$ cat src/rtl/hazard_pkg.sv
// Shared types and helpers for the ID-stage interlock.
// Latency: n/a (types and pure functions only).
// Backpressure: n/a.
package hazard_pkg;

    localparam int REG_ADDR_W = 5;
    localparam int NUM_REGS   = 32;

    // One in-flight write: which architectural register will be written.
    typedef struct packed {
        logic                  valid;
        logic [REG_ADDR_W-1:0] rd;
    } inflight_entry_t;

    localparam inflight_entry_t ENTRY_EMPTY = '{valid: 1'b0, rd: '0};

    // One-hot register mask; x0 is hardwired zero so it never appears as busy.
    function automatic logic [NUM_REGS-1:0] reg_onehot(input logic [REG_ADDR_W-1:0] addr);
        logic [NUM_REGS-1:0] mask;
        mask    = {{(NUM_REGS-1){1'b0}}, 1'b1} << addr;
        mask[0] = 1'b0;
        return mask;
    endfunction

endpackage

$ cat src/rtl/inflight_tracker.sv
// Shift register of destination registers for instructions between ID/EX and writeback.
// Latency: push visible in busy_mask/matches the cycle after the issuing edge.
// Backpressure: none; shifts every edge, stall or not (stalls insert empty entries).
module inflight_tracker
    import hazard_pkg::*;
#(
    parameter int DEPTH     = 3,
    parameter bit WB_BYPASS = 1'b1
) (
    input  logic                  clk,
    input  logic                  reset_n,
    input  logic                  push_valid,
    input  logic [REG_ADDR_W-1:0] push_rd,
    input  logic [REG_ADDR_W-1:0] rs0_addr,
    input  logic [REG_ADDR_W-1:0] rs1_addr,
    output logic [NUM_REGS-1:0]   busy_mask,
    output logic                  rs0_match,
    output logic                  rs1_match
);

    inflight_entry_t      entry [DEPTH];
    logic [DEPTH-1:0]     active;
    logic                 push_real;

    // x0 writes are discarded at the door so they can never create a hazard.
    assign push_real = push_valid && (push_rd != '0);

    // Pipeline advance: youngest enters at slot 0, oldest retires out of the last slot.
    always_ff @(posedge clk or negedge reset_n) begin
        if (!reset_n) begin
            for (int i = 0; i < DEPTH; i++) begin
                entry[i] <= ENTRY_EMPTY;
            end
        end else begin
            if (push_real) begin
                entry[0] <= '{valid: 1'b1, rd: push_rd};
            end else begin
                entry[0] <= ENTRY_EMPTY;
            end
            for (int i = 1; i < DEPTH; i++) begin
                entry[i] <= entry[i-1];
            end
        end
    end

    // With a write-before-read register file, the entry writing back this cycle is already readable.
    always_comb begin
        active = '0;
        for (int i = 0; i < DEPTH; i++) begin
            active[i] = entry[i].valid && !(WB_BYPASS && (i == DEPTH - 1));
        end
    end

    // Pending-write mask over all entries that can still hazard a reader.
    always_comb begin
        busy_mask = '0;
        for (int i = 0; i < DEPTH; i++) begin
            if (active[i]) begin
                busy_mask = busy_mask | reg_onehot(entry[i].rd);
            end
        end
        busy_mask[0] = 1'b0;
    end

    // A source matches when its register has a pending write; x0 bit is always clear.
    assign rs0_match = (rs0_addr != '0) && busy_mask[rs0_addr];
    assign rs1_match = (rs1_addr != '0) && busy_mask[rs1_addr];

endmodule

$ cat src/rtl/hazard_stall_ctrl.sv
// ID-stage interlock: stalls fetch/decode and bubbles ID/EX on RAW hazards, honours flush.
// Latency: issue/stall_if/bubble_ex are combinational from ID inputs and tracker state.
// Backpressure: stall_if holds PC and IF/ID until all sources clear; flush overrides hazard.
module hazard_stall_ctrl
    import hazard_pkg::*;
#(
    parameter int DEPTH     = 3,
    parameter bit WB_BYPASS = 1'b1,
    parameter int CNT_W     = 32
) (
    input  logic                  clk,
    input  logic                  reset_n,
    input  logic                  id_valid,
    input  logic [REG_ADDR_W-1:0] id_rs0_addr,
    input  logic                  id_rs0_en,
    input  logic [REG_ADDR_W-1:0] id_rs1_addr,
    input  logic                  id_rs1_en,
    input  logic [REG_ADDR_W-1:0] id_rd_addr,
    input  logic                  id_rd_en,
    input  logic                  flush,
    output logic                  issue,
    output logic                  stall_if,
    output logic                  bubble_ex,
    output logic [NUM_REGS-1:0]   busy_mask,
    output logic [CNT_W-1:0]      stall_count
);

    logic rs0_match;
    logic rs1_match;
    logic hazard;

    // The instruction's own rd is only pushed after it issues, so it never hazards itself.
    inflight_tracker #(
        .DEPTH     (DEPTH),
        .WB_BYPASS (WB_BYPASS)
    ) u_tracker (
        .clk        (clk),
        .reset_n    (reset_n),
        .push_valid (issue && id_rd_en),
        .push_rd    (id_rd_addr),
        .rs0_addr   (id_rs0_addr),
        .rs1_addr   (id_rs1_addr),
        .busy_mask  (busy_mask),
        .rs0_match  (rs0_match),
        .rs1_match  (rs1_match)
    );

    assign hazard = (id_rs0_en && rs0_match) || (id_rs1_en && rs1_match);

    // Flush kills the ID instruction outright, so it neither issues nor holds the front end.
    always_comb begin
        issue     = id_valid && !flush && !hazard;
        stall_if  = id_valid && !flush && hazard;
        bubble_ex = !issue;
    end

    // Performance counter: one per stall cycle, sticks at all-ones instead of wrapping.
    always_ff @(posedge clk or negedge reset_n) begin
        if (!reset_n) begin
            stall_count <= '0;
        end else if (stall_if && (stall_count != '1)) begin
            stall_count <= stall_count + CNT_W'(1);
        end
    end

endmodule

$ cat config.mk
export PLATFORM = sky130hd
export DESIGN_NAME = hazard_stall_ctrl
export DESIGN_NICKNAME = d
export VERILOG_FILES = /design/src/rtl/hazard_pkg.sv /design/src/rtl/inflight_tracker.sv /design/src/rtl/hazard_stall_ctrl.sv
export SDC_FILE = /design/constraint.sdc
export NUM_CORES = 1
export LEC_CHECK = 0
export ABC_CLOCK_PERIOD_IN_PS = 6550
export CAP_MARGIN = 20
export CORE_AREA = 3 3 85 87
export CTS_CLUSTER_DIAMETER = 120
export DETAILED_ROUTE_END_ITERATION = 10
export DIE_AREA = 0 0 88 90
export PLACE_DENSITY = 0.84
export SLEW_MARGIN = 15
export SYNTH_ARGS = -nofsm -noshare
export SYNTH_HDL_FRONTEND = slang
export SYNTH_SLANG_ARGS = --single-unit
$ cat constraint.sdc
create_clock -name clk -period 6.55 [get_ports clk]
set_clock_uncertainty 0.1 [all_clocks]
set_input_delay 1.965 -clock clk [delete_from_list [all_inputs] [get_ports clk]]
set_output_delay 1.965 -clock clk [all_outputs]
set_load 0.1 [all_outputs]
==> flow_summary_export.csv, run 1 <==
group,metric,value,unit
die,core_area,6420,um^2
synthesis,synth_ff_type,"dfrtp_1",
die,initial_core_util,0.492,
worst_setup_path,top_fanout_value_on_the_critical_path,9,
place,numPortBuffers,87,
worst_setup_path,critPathKind,"input pin to output port",
drt,post_drt_via_cell_ratio,6.45,
power_and_ir_drop,power.density,177,nW/um^2
power_and_ir_drop,worst_ir_drop_vdd,300,uV
synthesis,post_synth_instance_area,3160,um^2
finish,non_filler_instance_count_after_layout,494,
synthesis,yosysWarnings,0,
cts,holdBufCountCts,0,
timing,setup_repair_after_global_routing_missed_its_margin,"no",
timing,timing.slew.headroom,0.328,
synthesis,yosys-top-cells-area,"dfrtp_1, o22ai_1, xnor2_1",
cts,cts_tree,"yes",
worst_setup_path,start_kind,"input pin",
cts,cts-buffers-inserted,5,
drt,drt-total-wl,9.88,mm
cts,cts_sinks,44,
die,placement_rows,29,
cts,clock_latency,300,ps
place,globalplace.congestion,0.996,
synthesis,synth_area_per_cell,9.34,um^2
synthesis,post_synth_inst_count,338,
drt,post_route_antenna_net_violation_count,0,
run_status,outcome,"completed",
synthesis,synth-async-reset-ratio,1.00,
synthesis,ys_seq_area_frac,0.349,
synthesis,synth_largest_area_cell,"dfrtp_1",
timing,f_max,157,MHz
timing,totalNegativeSetupSlack,0,ps
cts,cts_resized,0,
place,dp_hpwl,7.49,mm
worst_setup_path,critPathCaptureType,"output port",
global_route,vias_in_the_first_global_route,3099,
cts,cts_setup_buffers,0,
worst_setup_path,worst-endpoint-arrival,4320,ps
drt,routed_wire_length_per_instance,20.0,um
timing,worst-slew-pin-transition,1000,ps
timing,time_the_worst_path_needs_with_i_o_delays_and_setup,6380,ps
cts,ctsRootBufferMaster,"clkbuf_8",
timing,maxSlewViolCount,0,
die,floorplan.die_area,7920,um^2
synthesis,post-synth-top-area-fraction,0.349,
global_route,gr-usage-all-layers,0.248,
timing,hold_viol,0,
synthesis,ys_ff_latch,44,
drt,first_drt_pass_iteration_count,5,
cts,clock_tree.htree_level_count,2,
place,place_area,4090,um^2
finish,flow.area_growth_from_synthesis,33.5,%
synthesis,yosysUniqueCellTypes,61,
global_route,grt_pass1_wl,15.8,mm
finish,antenna-diode-count,0,
global_route,overflow,0,
die,fp.dieH,90,um
cts,clk_pin_slew_worst_paths,80,ps
timing,setup_viol,0,
die,die_w,88,um
worst_hold_path,hold_path_class,"flip-flop to flip-flop",
timing,period_share,0.975,
finish,final_net_count,439,
synthesis,synth_enable_flop_cells,0,
timing,worst_hold_slack,393,ps
drt,vias,3187,
synthesis,synth_nets,361,
cts,max-clock-path-buffers,2,
drt,first_iter_violations,234,
worst_setup_path,worstPathRequired,4490,ps
die,i_o_pin_cnt,89,
place,place_inst,486,
finish,drive_gt1_frac,0.0959,
job,max_cap_violations,0,
finish,fin_area,4220,um^2
drt,route.detailed.drc,0,
global_route,pin_count_of_the_biggest_net_entering_global_routing,45,
power_and_ir_drop,cellLeakagePower,1.68,nW
global_route,grt_antenna_before_repair,0,
finish,layout.filler_cells,538,
metrics by stage:
step	setup WS (ps)	utilization	power (W)
floorplan	127	-	0.000469
global placement	132	0.637	0.000533
detailed placement	144	0.637	0.000536
CTS	131	0.655	0.000750
global route	36.8	0.656	0.000774
finish	165	0.656	0.000747
sequential cells by signal, summed over array words and instances, names as in the netlist:
register and flops:
stall_count 32, u_tracker.entry 10, u_tracker.active 2
Yosys cell counts, drive strengths merged, types with 2 or more instances:
cell and n:
clkbuf 5, o2111ai 8, mux2i 8, nor4 3, xnor2 18, nor3 12, and4 2, nor4b 3
nand4 13, dfrtp 44, a21oi 2, a32oi 2, nand2b 4, xor2 15, buf 19, a221oi 4
o22ai 31, o221ai 14, and3 12, mux2 2, or2 2, nand4bb 6, nand4b 6, a31oi 4
or4b 2, or4 2, nor2 19, inv 12, and2 9, nand2 17, o211ai 5, nand3 17
kinds of logic after synthesis:
logic type,after synthesis,synth area share
buf+inv,36,0.0555
other cells,1,0.00119
xor+xnor,33,0.0915
compound gates,77,0.197
fa+ha+maj,1,0.00396
simple gates,136,0.269
flops,44,0.349
mux,10,0.0325
worst paths after layout:
| check | start | slack (ps) | to | depth (start not counted) |
|---|---|---|---|---|
| max | id_rs0_addr[0] | 170 | stall_if | 9 |
| min | stall_count[26] | 390 | stall_count[26] | 1 |
| max reg2reg | u_tracker.entry[16] | 3200 | stall_count[16] | 10 |
| min reg2reg | stall_count[26] | 390 | stall_count[26] | 1 |
| max in group asynchronous | reset_n | 4060 | stall_count[16] | 1 |
| min in group asynchronous | reset_n | 1700 | stall_count[22] | 1 |
power by group:
group | total [W] | switching (W) | internal, W | leakage [nW]
logic | 0.000228 | 0.000162 | 0.0000659 | 1.02
registers | 0.000305 | 0.0000201 | 0.000285 | 0.602
clock network | 0.000214 | 0.0000990 | 0.000115 | 0.0548
per-layer routing:
| metal | vias up | share of wire | global-route usage |
|---|---|---|---|
| met3 | 29 | 0.11 | 0.0649 |
| met1 | 1500 | 0.40 | 0.320 |
| met4 | 0 | 0.031 | 0.0934 |
| li1 | 1463 | - | - |
| met5 | - | 0 | 0 |
| met2 | 195 | 0.47 | 0.393 |
cell type report:
type                            instances  area (um^2)  area share
Multi-Input combinational cell        258         1900       0.450
Sequential cell                        44         1100       0.261
Timing Repair Buffer                   95          958       0.227
Tap cell                               77         96.3      0.0229
Clock buffer                            5         68.8      0.0163
Inverter                               12         48.8      0.0116
Clock inverter                          3         46.3      0.0110
layout by cell type, fill, tap and decap left out, drive strengths merged, types with 2 or more instances in the layout:
| cell | count |
|---|---|
| clkdlybuf4s50 | 82 |
| a221oi | 4 |
| dfrtp | 44 |
| mux2i | 8 |
| clkinvlp | 2 |
| or4b | 2 |
| a21oi | 2 |
| a32oi | 2 |
| o221ai | 14 |
| xor2 | 15 |
| and3 | 12 |
| nor4b | 3 |
| and4 | 2 |
| o211ai | 5 |
| o22ai | 31 |
| nand2b | 4 |
| nor2 | 19 |
| or2 | 2 |
| or4 | 2 |
| nand4 | 13 |
| xnor2 | 18 |
| mux2 | 2 |
| nand2 | 17 |
| nand4bb | 6 |
| clkbuf | 5 |
| nand3 | 17 |
| nand4b | 6 |
| a31oi | 4 |
| nor4 | 3 |
| nor3 | 12 |
| o2111ai | 8 |
| buf | 12 |
| and2 | 9 |
| inv | 12 |
worst max-delay path, cell delays in order:
cell and delay, ps:
clkdlybuf4s50_1 460, inv_1 240, buf_4 220, mux2i_1 260
a31oi_1 120, a32o_2 300, a311oi_4 330, and2b_1 260
buf_12 170
Note: power is estimated with default switching activity, not from simulation.
==> inputs of run 2 (changes only) <==
CAP_MARGIN = default   (was 20)
CORE_AREA = 2 2 84 86   (was 3 3 85 87)
DIE_AREA = 0 0 86 88   (was 0 0 88 90)
==> flow_summary_export.csv, run 2 (same netlist as run 1, synthesis figures left out) <==
group,metric,value,unit
drt,first_drt_pass_iteration_count,7,
drt,drt-total-wl,9.45,mm
worst_setup_path,top_fanout_value_on_the_critical_path,3,
cts,cts-buffers-inserted,5,
power_and_ir_drop,pwr-share-clk,0.282,
power_and_ir_drop,cellLeakagePower,1.67,nW
drt,first_iter_violations,269,
die,floorplan.die_area,7570,um^2
global_route,gr-usage-all-layers,0.252,
run_status,outcome,"completed",
die,placement_rows,30,
cts,max-clock-path-buffers,2,
finish,drive_gt1_frac,0.0959,
global_route,vias_in_the_first_global_route,3030,
power_and_ir_drop,power_frac_seq,0.411,
finish,registers.top_by_ff_count,"stall_count",
place,numPortBuffers,87,
timing,worst-slew-pin-transition,1010,ps
cts,ctsRootBufferMaster,"clkbuf_8",
power_and_ir_drop,netSwitchingPower,0.000279,W
timing,maxSlewViolCount,0,
place,globalplace.congestion,0.992,
timing,setup_viol,0,
cts,clk_pin_slew_worst_paths,90,ps
drt,vias,3197,
worst_setup_path,start_kind,"input pin",
worst_setup_path,critPathKind,"input pin to output port",
drt,post_route_antenna_net_violation_count,0,
global_route,overflow,0,
die,die_w,86,um
die,i_o_pin_cnt,89,
power_and_ir_drop,comb_power_share,0.308,
finish,layout_common_cells,"clkdlybuf4s50_1, dfrtp_1, o22ai_1",
finish,non_filler_instance_count_after_layout,497,
place,place_inst,489,
die,fp.dieH,88,um
finish,largest_register_ffs,32,
die,initial_core_util,0.475,
worst_hold_path,hold_path_class,"flip-flop to flip-flop",
drt,routed_wire_length_per_instance,19.0,um
timing,hold_viol,0,
timing,time_the_worst_path_needs_with_i_o_delays_and_setup,6480,ps
place,place_area,4100,um^2
finish,layout_commonest_cell,"clkdlybuf4s50_1",
finish,flow.area_growth_from_synthesis,33.6,%
cts,clock_tree.htree_level_count,2,
cts,cts_tree,"yes",
timing,period_share,0.990,
finish,final_net_count,439,
timing,totalNegativeSetupSlack,0,ps
timing,worst_hold_slack,395,ps
power_and_ir_drop,power.density,177,nW/um^2
drt,post_drt_via_cell_ratio,6.43,
timing,timing.slew.headroom,0.323,
drt,route.detailed.drc,0,
power_and_ir_drop,worst_ir_drop_vdd,222,uV
global_route,pin_count_of_the_biggest_net_entering_global_routing,45,
worst_setup_path,critPathCaptureType,"output port",
power_and_ir_drop,sw_frac_of_total,0.374,
power_and_ir_drop,intPower,0.000466,W
place,dp_hpwl,7.05,mm
finish,fin_area,4220,um^2
finish,finish.utilization,0.635,
worst_setup_path,worst-endpoint-arrival,4420,ps
die,core_area,6640,um^2
job,max_cap_violations,0,
global_route,grt_pass1_wl,15.2,mm
global_route,grt_antenna_before_repair,0,
worst_setup_path,worstPathRequired,4490,ps
cts,clock_latency,300,ps
cts,cts_sinks,44,
timing,f_max,154,MHz
finish,antenna-diode-count,0,
-- run 2: changes by cell type in the layout (fill, tap and decap cells not counted), sizes merged --
cell / change
dlymetal6s2s: -1
clkdlybuf4s50: +1
-- run 2: final cells by class --
| class | count | area [um^2] |
|---|---|---|
| repair buffers | 95 | 956 |
| clock inverters | 3 | 46.3 |
| flip-flops and latches | 44 | 1100 |
| inverters | 12 | 48.8 |
| multi-input cells | 258 | 1900 |
| clock buffers | 5 | 68.8 |
| fillers | 543 | 2430 |
| well taps | 80 | 100 |
-- run 2: through the flow --
stage | setup WS, ps | power [W]
finish | 68.4 | 0.000745
global route | -2.32 | 0.000777
CTS | 126 | 0.000749
detailed placement | 169 | 0.000537
global placement | 157 | 0.000534
floorplan | 127 | 0.000469
-- run 2: per-layer routing --
layer,wire length [um],vias to the layer above,track usage
met5,0,-,0
met4,262,0,0.110
met3,955,26,0.0556
met2,4520,211,0.421
met1,3710,1501,0.313
li1,-,1459,-
-- run 2: final timing paths --
path / startpoint / to / slack [ps] / cells after the start
max: id_rs0_addr[2] / stall_if / 70 / 9
min: u_tracker.entry[12] / u_tracker.entry[6] / 390 / 0
max reg2reg: u_tracker.entry[16] / stall_count[14] / 3260 / 10
min reg2reg: u_tracker.entry[12] / u_tracker.entry[6] / 390 / 0
max in group asynchronous: reset_n / stall_count[10] / 4060 / 1
min in group asynchronous: reset_n / stall_count[21] / 1700 / 1
-- run 2: power groups by stage --
stage	Sequential (W)	Clock (W)	Combinational, W
floorplan	0.000390	0	0.0000785
global placement	0.000309	0	0.000225
detailed placement	0.000310	0	0.000227
CTS	0.000306	0.000216	0.000228
global route	0.000309	0.000228	0.000240
finish	0.000306	0.000210	0.000229
-- run 2: worst max-delay path: stages --
cell and delay (ps):
clkdlybuf4s50_1 500, nor4bb_1 450, o221ai_1 220, o2111ai_1 150, a31oi_1 70, a32o_2 290, a311oi_4 340, and2b_1 260
buf_12 170
-- run 2: timing repair --
action,in CTS,in global routing
buffers inserted,0,0
setup endpoints to repair,0,2
gates resized for setup,0,2
hold buffers,0,0
==> inputs of run 3 (changes only) <==
CAP_MARGIN = 20   (was default)
==> results of run 3 <==
No change in the layout: final DEF, timing and power equal those of run 2.
